===== config.mk =====
export PLATFORM = sky130hd
export DESIGN_NAME = bht_write_scheduler
export DESIGN_NICKNAME = d
export VERILOG_FILES = /design/src/rtl/bht_write_scheduler.sv
export SDC_FILE = /design/constraint.sdc
export NUM_CORES = 1
export LEC_CHECK = 0
export BUFFER_PORTS_ARGS = -buffer_cell sky130_fd_sc_hd__clkbuf_2
export CAP_MARGIN = 20
export CORE_AREA = 2 2 106 108
export CTS_CLUSTER_DIAMETER = 150
export DETAILED_ROUTE_END_ITERATION = 16
export DIE_AREA = 0 0 108 110
export HOLD_SLACK_MARGIN = 0.06
export PLACE_DENSITY = 0.7
export SLEW_MARGIN = 20
export SYNTH_ARGS = -nofsm -noshare
export SYNTH_HDL_FRONTEND = slang
export SYNTH_SLANG_ARGS = --single-unit

===== constraint.sdc =====
create_clock -name CLK -period 17 [get_ports CLK]
set_input_delay 3.4 -clock CLK [delete_from_list [all_inputs] [get_ports CLK]]
set_output_delay 3.4 -clock CLK [all_outputs]
set_load 0.005 [all_outputs]

===== src/rtl/bht_write_scheduler.sv =====
// BHT write-port scheduler. It clears the table with a sweep after reset, then
// serves ID allocations first and EXE counter updates through a small coalescing queue.
module bht_write_scheduler #(
    parameter int IDX_W  = 6,
    parameter int DATA_W = 20,
    parameter int QDEPTH = 2
) (
    input  logic              CLK,
    input  logic              rst,
    input  logic              en,
    input  logic              id_req,
    input  logic [IDX_W-1:0]  id_idx,
    input  logic [DATA_W-1:0] id_data,
    output logic              id_ack,
    input  logic              exe_req,
    input  logic [IDX_W-1:0]  exe_idx,
    input  logic [DATA_W-1:0] exe_data,
    output logic              bht_we,
    output logic [IDX_W-1:0]  bht_waddr,
    output logic [DATA_W-1:0] bht_wdata,
    output logic              init_busy,
    output logic              exe_full,
    output logic [7:0]        drop_cnt
);
    localparam int CNT_W = $clog2(QDEPTH + 1);
    localparam int PTR_W = (QDEPTH > 1) ? $clog2(QDEPTH) : 1;

    typedef enum logic {INIT, RUN} state_e;

    state_e            state_q, state_d;
    logic [IDX_W-1:0]  sweep_q, sweep_d;
    logic [CNT_W-1:0]  cnt_q, cnt_d;
    logic [IDX_W-1:0]  qIdx_q  [QDEPTH];
    logic [IDX_W-1:0]  qIdx_d  [QDEPTH];
    logic [DATA_W-1:0] qData_q [QDEPTH];
    logic [DATA_W-1:0] qData_d [QDEPTH];
    logic [7:0]        drop_q, drop_d;

    logic              pop;
    logic              direct;
    logic              exeLive;
    int                keep;
    logic [PTR_W-1:0]  tailPtr;

    always_ff @(posedge CLK) begin
        if (rst) begin
            state_q <= INIT;
            sweep_q <= '0;
            cnt_q   <= '0;
            drop_q  <= '0;
        end else begin
            state_q <= state_d;
            sweep_q <= sweep_d;
            cnt_q   <= cnt_d;
            drop_q  <= drop_d;
        end
    end

    // Queue payload needs no reset; the count alone decides which slots are live.
    always_ff @(posedge CLK) begin
        qIdx_q  <= qIdx_d;
        qData_q <= qData_d;
    end

    always_comb begin
        state_d   = state_q;
        sweep_d   = sweep_q;
        cnt_d     = cnt_q;
        qIdx_d    = qIdx_q;
        qData_d   = qData_q;
        drop_d    = drop_q;
        bht_we    = 1'b0;
        bht_waddr = '0;
        bht_wdata = '0;
        id_ack    = 1'b0;
        pop       = 1'b0;
        direct    = 1'b0;
        exeLive   = 1'b0;
        keep      = 0;
        tailPtr   = '0;

        if (!rst && en) begin
            if (state_q == INIT) begin
                bht_we    = 1'b1;
                bht_waddr = sweep_q;
                sweep_d   = sweep_q + IDX_W'(1);
                if (sweep_q == '1) begin
                    state_d = RUN;
                end
            end else begin
                pop    = !id_req && (cnt_q != '0);
                direct = !id_req && (cnt_q == '0) && exe_req;
                if (id_req) begin
                    bht_we    = 1'b1;
                    bht_waddr = id_idx;
                    bht_wdata = id_data;
                    id_ack    = 1'b1;
                end else if (pop) begin
                    bht_we    = 1'b1;
                    bht_waddr = qIdx_q[0];
                    bht_wdata = qData_q[0];
                end else if (direct) begin
                    bht_we    = 1'b1;
                    bht_waddr = exe_idx;
                    bht_wdata = exe_data;
                end

                // Compact survivors to the front: drop the popped head and any
                // entry superseded by this cycle's ID allocation.
                for (int i = 0; i < QDEPTH; i++) begin
                    if ((i < int'(cnt_q)) && !(pop && (i == 0)) &&
                        !(id_req && (qIdx_q[i] == id_idx))) begin
                        qIdx_d[PTR_W'(keep)]  = qIdx_q[i];
                        qData_d[PTR_W'(keep)] = qData_q[i];
                        keep = keep + 1;
                    end
                end

                exeLive = exe_req && !direct && !(id_req && (exe_idx == id_idx));
                tailPtr = PTR_W'(keep - 1);
                if (exeLive) begin
                    if ((keep > 0) && (qIdx_d[tailPtr] == exe_idx)) begin
                        qData_d[tailPtr] = exe_data;
                    end else if (keep < QDEPTH) begin
                        qIdx_d[PTR_W'(keep)]  = exe_idx;
                        qData_d[PTR_W'(keep)] = exe_data;
                        keep = keep + 1;
                    end else if (drop_q != 8'hFF) begin
                        drop_d = drop_q + 8'd1;
                    end
                end
                cnt_d = CNT_W'(keep);
            end
        end
    end

    assign init_busy = rst || (state_q == INIT);
    assign exe_full  = !rst && (cnt_q == CNT_W'(QDEPTH));
    assign drop_cnt  = rst ? 8'd0 : drop_q;

endmodule


# ---- Word level (Yosys, flattened, before mapping)
# Index checks and enable logic that the tools add are counted.
# W data, S select, Z words.
dict set report op_classes {
  add_sub_neg 5
  order_cmp 10
  eq_ne 7
  muxes 64
  bitwise 6
  n_reduce_logical 30
}
# op count
set ops {}
lappend ops {{$mux W40} 6}
lappend ops {{$mux W20} 10}
lappend ops {{$mux W32} 5}
lappend ops {{$bwmux W40} 3}
lappend ops {{$mux W12} 6}
lappend ops {{$mux W6} 12}
lappend ops {{$demux W20 S1} 3}
lappend ops {{$add A32 B2 Y32 const B} 1}
lappend ops {{$gt A32 B1 Y1 const B} 1}
lappend ops {{$lt A32 B3 Y1 const B} 1}
lappend ops {{$bwmux W12} 2}
lappend ops {{$eq A6 B6 Y1} 4}
lappend ops {{$logic_and A1 B1 Y1} 17}
lappend ops {{$demux W6 S1} 2}
lappend ops {{$mux W1} 11}
lappend ops {{$add A8 B1 Y8 const B} 1}
lappend ops {{$mux W8} 1}
lappend ops {{$ne A8 B8 Y1 const B} 1}
lappend ops {{$logic_not A1 Y1} 7}
lappend ops {{$add A6 B1 Y6 const B} 1}
lappend ops {{$eq A6 B6 Y1 const B} 1}
lappend ops {{$mux W2} 3}
lappend ops {{$reduce_and A6 Y1} 1}
lappend ops {{$not A1 Y1} 5}
lappend ops {{other kinds (13)} 17}
dict set report word_totals {
  reg_bits 69
  inputBits 57
}

# ---- Longest topological paths before layout
dict set report depth {
  ltp_word 24
  depth_mapped 13
}

# ---- Worst setup path after synthesis
# Ideal clock, no wire load.
dict set report synth_timing {
  path_type {input -> output}
  startpoint {in id_req}
  endpoint {out bht_wdata[16]}
  arrival_time_ns 4.629
  required_time_ns 13.600
  setup_slack_ns 8.971
  path_stages 6
  n_path_buf 2
  path_cell_list {or3_1 -> buf_2 -> nor3b_1 -> clkbuf_1 -> a222oi_1 -> nor2_1}
}
dict set report synth_between {
  elab_chain_len 8
  elab_cells_between_ends 9
}
# element line_no
set synth_lines {}
lappend synth_lines {{start, declared} 11} ;# input logic id_req,
lappend synth_lines {{$logic_not A1 Y1} {91, 92}}
lappend synth_lines {{$logic_and A1 B1 Y1 (2 in series)} 92} ;# direct = !id_req && (cnt_q == '0) && exe_req;
lappend synth_lines {{$mux W20} 102} ;# end else if (direct) begin
lappend synth_lines {{$mux W20} 98} ;# end else if (pop) begin
lappend synth_lines {{$mux W20 (*)} 93} ;# if (id_req) begin
lappend synth_lines {{$mux W20 (*)} 83} ;# if (state_q == INIT) begin
lappend synth_lines {{$mux W20 (*)} 82} ;# if (!rst && en) begin
lappend synth_lines {{end, declared} 20} ;# output logic [DATA_W-1:0] bht_wdata,
# Every way passes the cells marked *; elsewhere a longest branch is shown, timed or not.

# ---- Worst setup path after layout
# Same ends and word-level chain as after synthesis.

==> results.yml <==
route:
  via_per_inst: 5.36
  routedWlPerCell_um: 16.0
  drt_drc_violations_left: 0
  ant_nets: 0
  drt_iter0_drc: 279
  drt-total-wl_um: 10400
  vias: 3464
  firstDrtPassIters: 8
synth:
  synth_area_per_cell_sq_um: 9.55
  async_flop_share: 0
  syn_area_sq_um: 4010
  yosysSeqAreaShare: 0.429
  synthCells: 420
  synth_top_area_frac: 0.344
  ys_types: 51
  synth_seq_cells: 63
  synth_edf_count: 46
  synthTopCellsByArea: "edfxtp_1 (34%), dfxtp_1 (8.5%), mux2_4 (7.5%)"
  ys.flop_type: "edfxtp_1"
  synthesis.nets: 482
  synth_top_area_cell: "edfxtp_1"
  yosys_warnings: 0
global_route:
  track_usage: 0.179
  grt_start_max_net_pins: 35
  antenna_found_initial: 0
  gr-total-overflow: 0
  grt_pass1_vias: 3334
  grt_pass1_wl_um: 16500
die:
  core_sq_um: 10700
  row_count: 38
  start_util: 0.375
  die-area_sq_um: 11900
  die_w_um: 108
  io_pins: 95
  chipHeight_um: 110
sta:
  rsz0062_at_grt: "false"
  hold_viol_final: 0
  skew_ps: 9.09
  period_share: 0.522
  setup_viol: 0
  maxSlewViolCount: 0
  fin_hold_ws_ps: 483
  max_freq_mhz: 113
  fin_ws_ps: 8120
  fin_crit_ps: 8880
  finalSetupTns_ps: 0
  tightest_slew_ps: 1040
  timing.slew.headroom: 0.309
finish:
  syn2layout_area_growth_pct: 19.2
  seqCellArea_sq_um: 1720
  layout_commonest_cell: "clkbuf_2"
  fillers: 1028
  design_area_sq_um: 4780
  multiInputGateArea_sq_um: 2150
  drive_gt1_frac: 0.287
  diodes: 0
  finalNonFillerCells: 646
  fin_nets: 564
  fin_util: 0.447
  layout_common_cells: "clkbuf_2 (94), nand2_1 (72), edfxtp_1 (46)"
pwr:
  peakVddDrop_mv: 0.0319
  p_per_area_nw_per_um2: 66.7
  total_leakage_power_nw: 2.04
  total_power_mw: 0.319
cts:
  cts_tree: "yes"
  cts_hold_buf: 0
  cts_sinks: 63
  cts_setup_buffers: 0
  clockRootBuffer: "clkbuf_8"
  cts_resized: 0
  worstSkewPairLatency_ps: 350
  clk_pin_slew_ps: 60
  cts_max_level: 3
  ctsLongestPathBuffers: 2
  cts_buffers: 9
place:
  gp_congestion: 0.827
  pre_cts_ws_ps: 8130
  placed_cells: 631
  placed_cell_area_sq_um: 4600
  hpwl_um: 6970
  port_buffers: 94
worst_setup_path:
  start_kind: "input port"
  cp_data_arrival_time_ps: 5480
  path_common_cell: "clkbuf_2"
  ff2ff_path_depth: 11
  crit_cells: 7
  path_buf_inv: 3
  crit_type: "in -> out"
  critPathSlowestCell: "or3_1"
  path_max_fanout: 34
  setup.worst_path.end_class: "output port"
  crit_required_ps: 13600
  crit_family: "simple AND/OR/NAND/NOR gates"
  path_cells: "clkbuf_2 -> or3_1 -> nor3b_2 -> buf_4 -> a222oi_1 -> nor2_1 -> clkbuf_2"
  slowest_delay_ps: 650
run_status:
  outcome: "completed"
hold_path:
  min_path_cells: 1
  hold_class: "reg -> reg"
run:
  drv_cap: 0
-- synthesized netlist by cell type, drive strengths merged, types with 4 or more instances --
cell type  count
and3           7
a21oi         13
inv           12
nand2b         5
nor2b         21
mux2          24
buf           12
o21ai          8
xnor2         14
edfxtp        46
or3            5
mux2i          6
o41ai          6
ha             5
a222oi        20
dfxtp         17
and2          22
nand3          8
nor2          44
clkbuf        17
nand4          4
nand2         72
-- area by class of cell --
type / count / share of cell area
multi-input combinational: 316 / 0.449
clock inverter: 5 / 0.0105
tap: 140 / 0.0366
timing repair buffer: 100 / 0.108
inverter: 12 / 0.00942
clock buffer: 10 / 0.0267
sequential: 63 / 0.360
-- cell families (layout without fill, tap and decap cells) --
family,count (synthesis),in the layout,synth area share
mux,30,30,0.101
flops,63,63,0.429
fa+ha+maj,5,5,0.0156
compound gates,61,61,0.125
xor+xnor,17,17,0.0371
simple gates,203,203,0.247
buf+inv,41,127,0.0446
-- metal layers --
metal  up-vias  part of all wire  wire length [um]  track usage
met5         -                 0                 0            0
met4         0             0.017               172       0.0668
met3        17             0.057               587       0.0388
met2        97              0.51              5240        0.312
met1      1680              0.42              4350        0.217
li1       1670                 -                 -            -
-- final timing paths --
kind / startpoint / to / slack (ps)
worst max-delay path: id_req / bht_wdata[16] / 8120
worst min-delay path: drop_q[4] / drop_q[4] / 480
worst max register to register: cnt_q[1] / qData_q[27] / 12390
worst min register to register: drop_q[4] / drop_q[4] / 480
-- power by group --
group | internal, mW | switching [mW]
logic | 0.0157 | 0.0162
clock network | 0.0656 | 0.0573
registers | 0.164 | 0.000509
-- registers in the layout (all words and copies together), names as in the netlist --
| name | count |
|---|---|
| qIdx_q | 6 |
| qData_q | 40 |
| drop_q | 8 |
| sweep_q | 6 |
| cnt_q | 2 |
| state_q | 1 |
No activity file was read; power rests on OpenSTA's default activity.
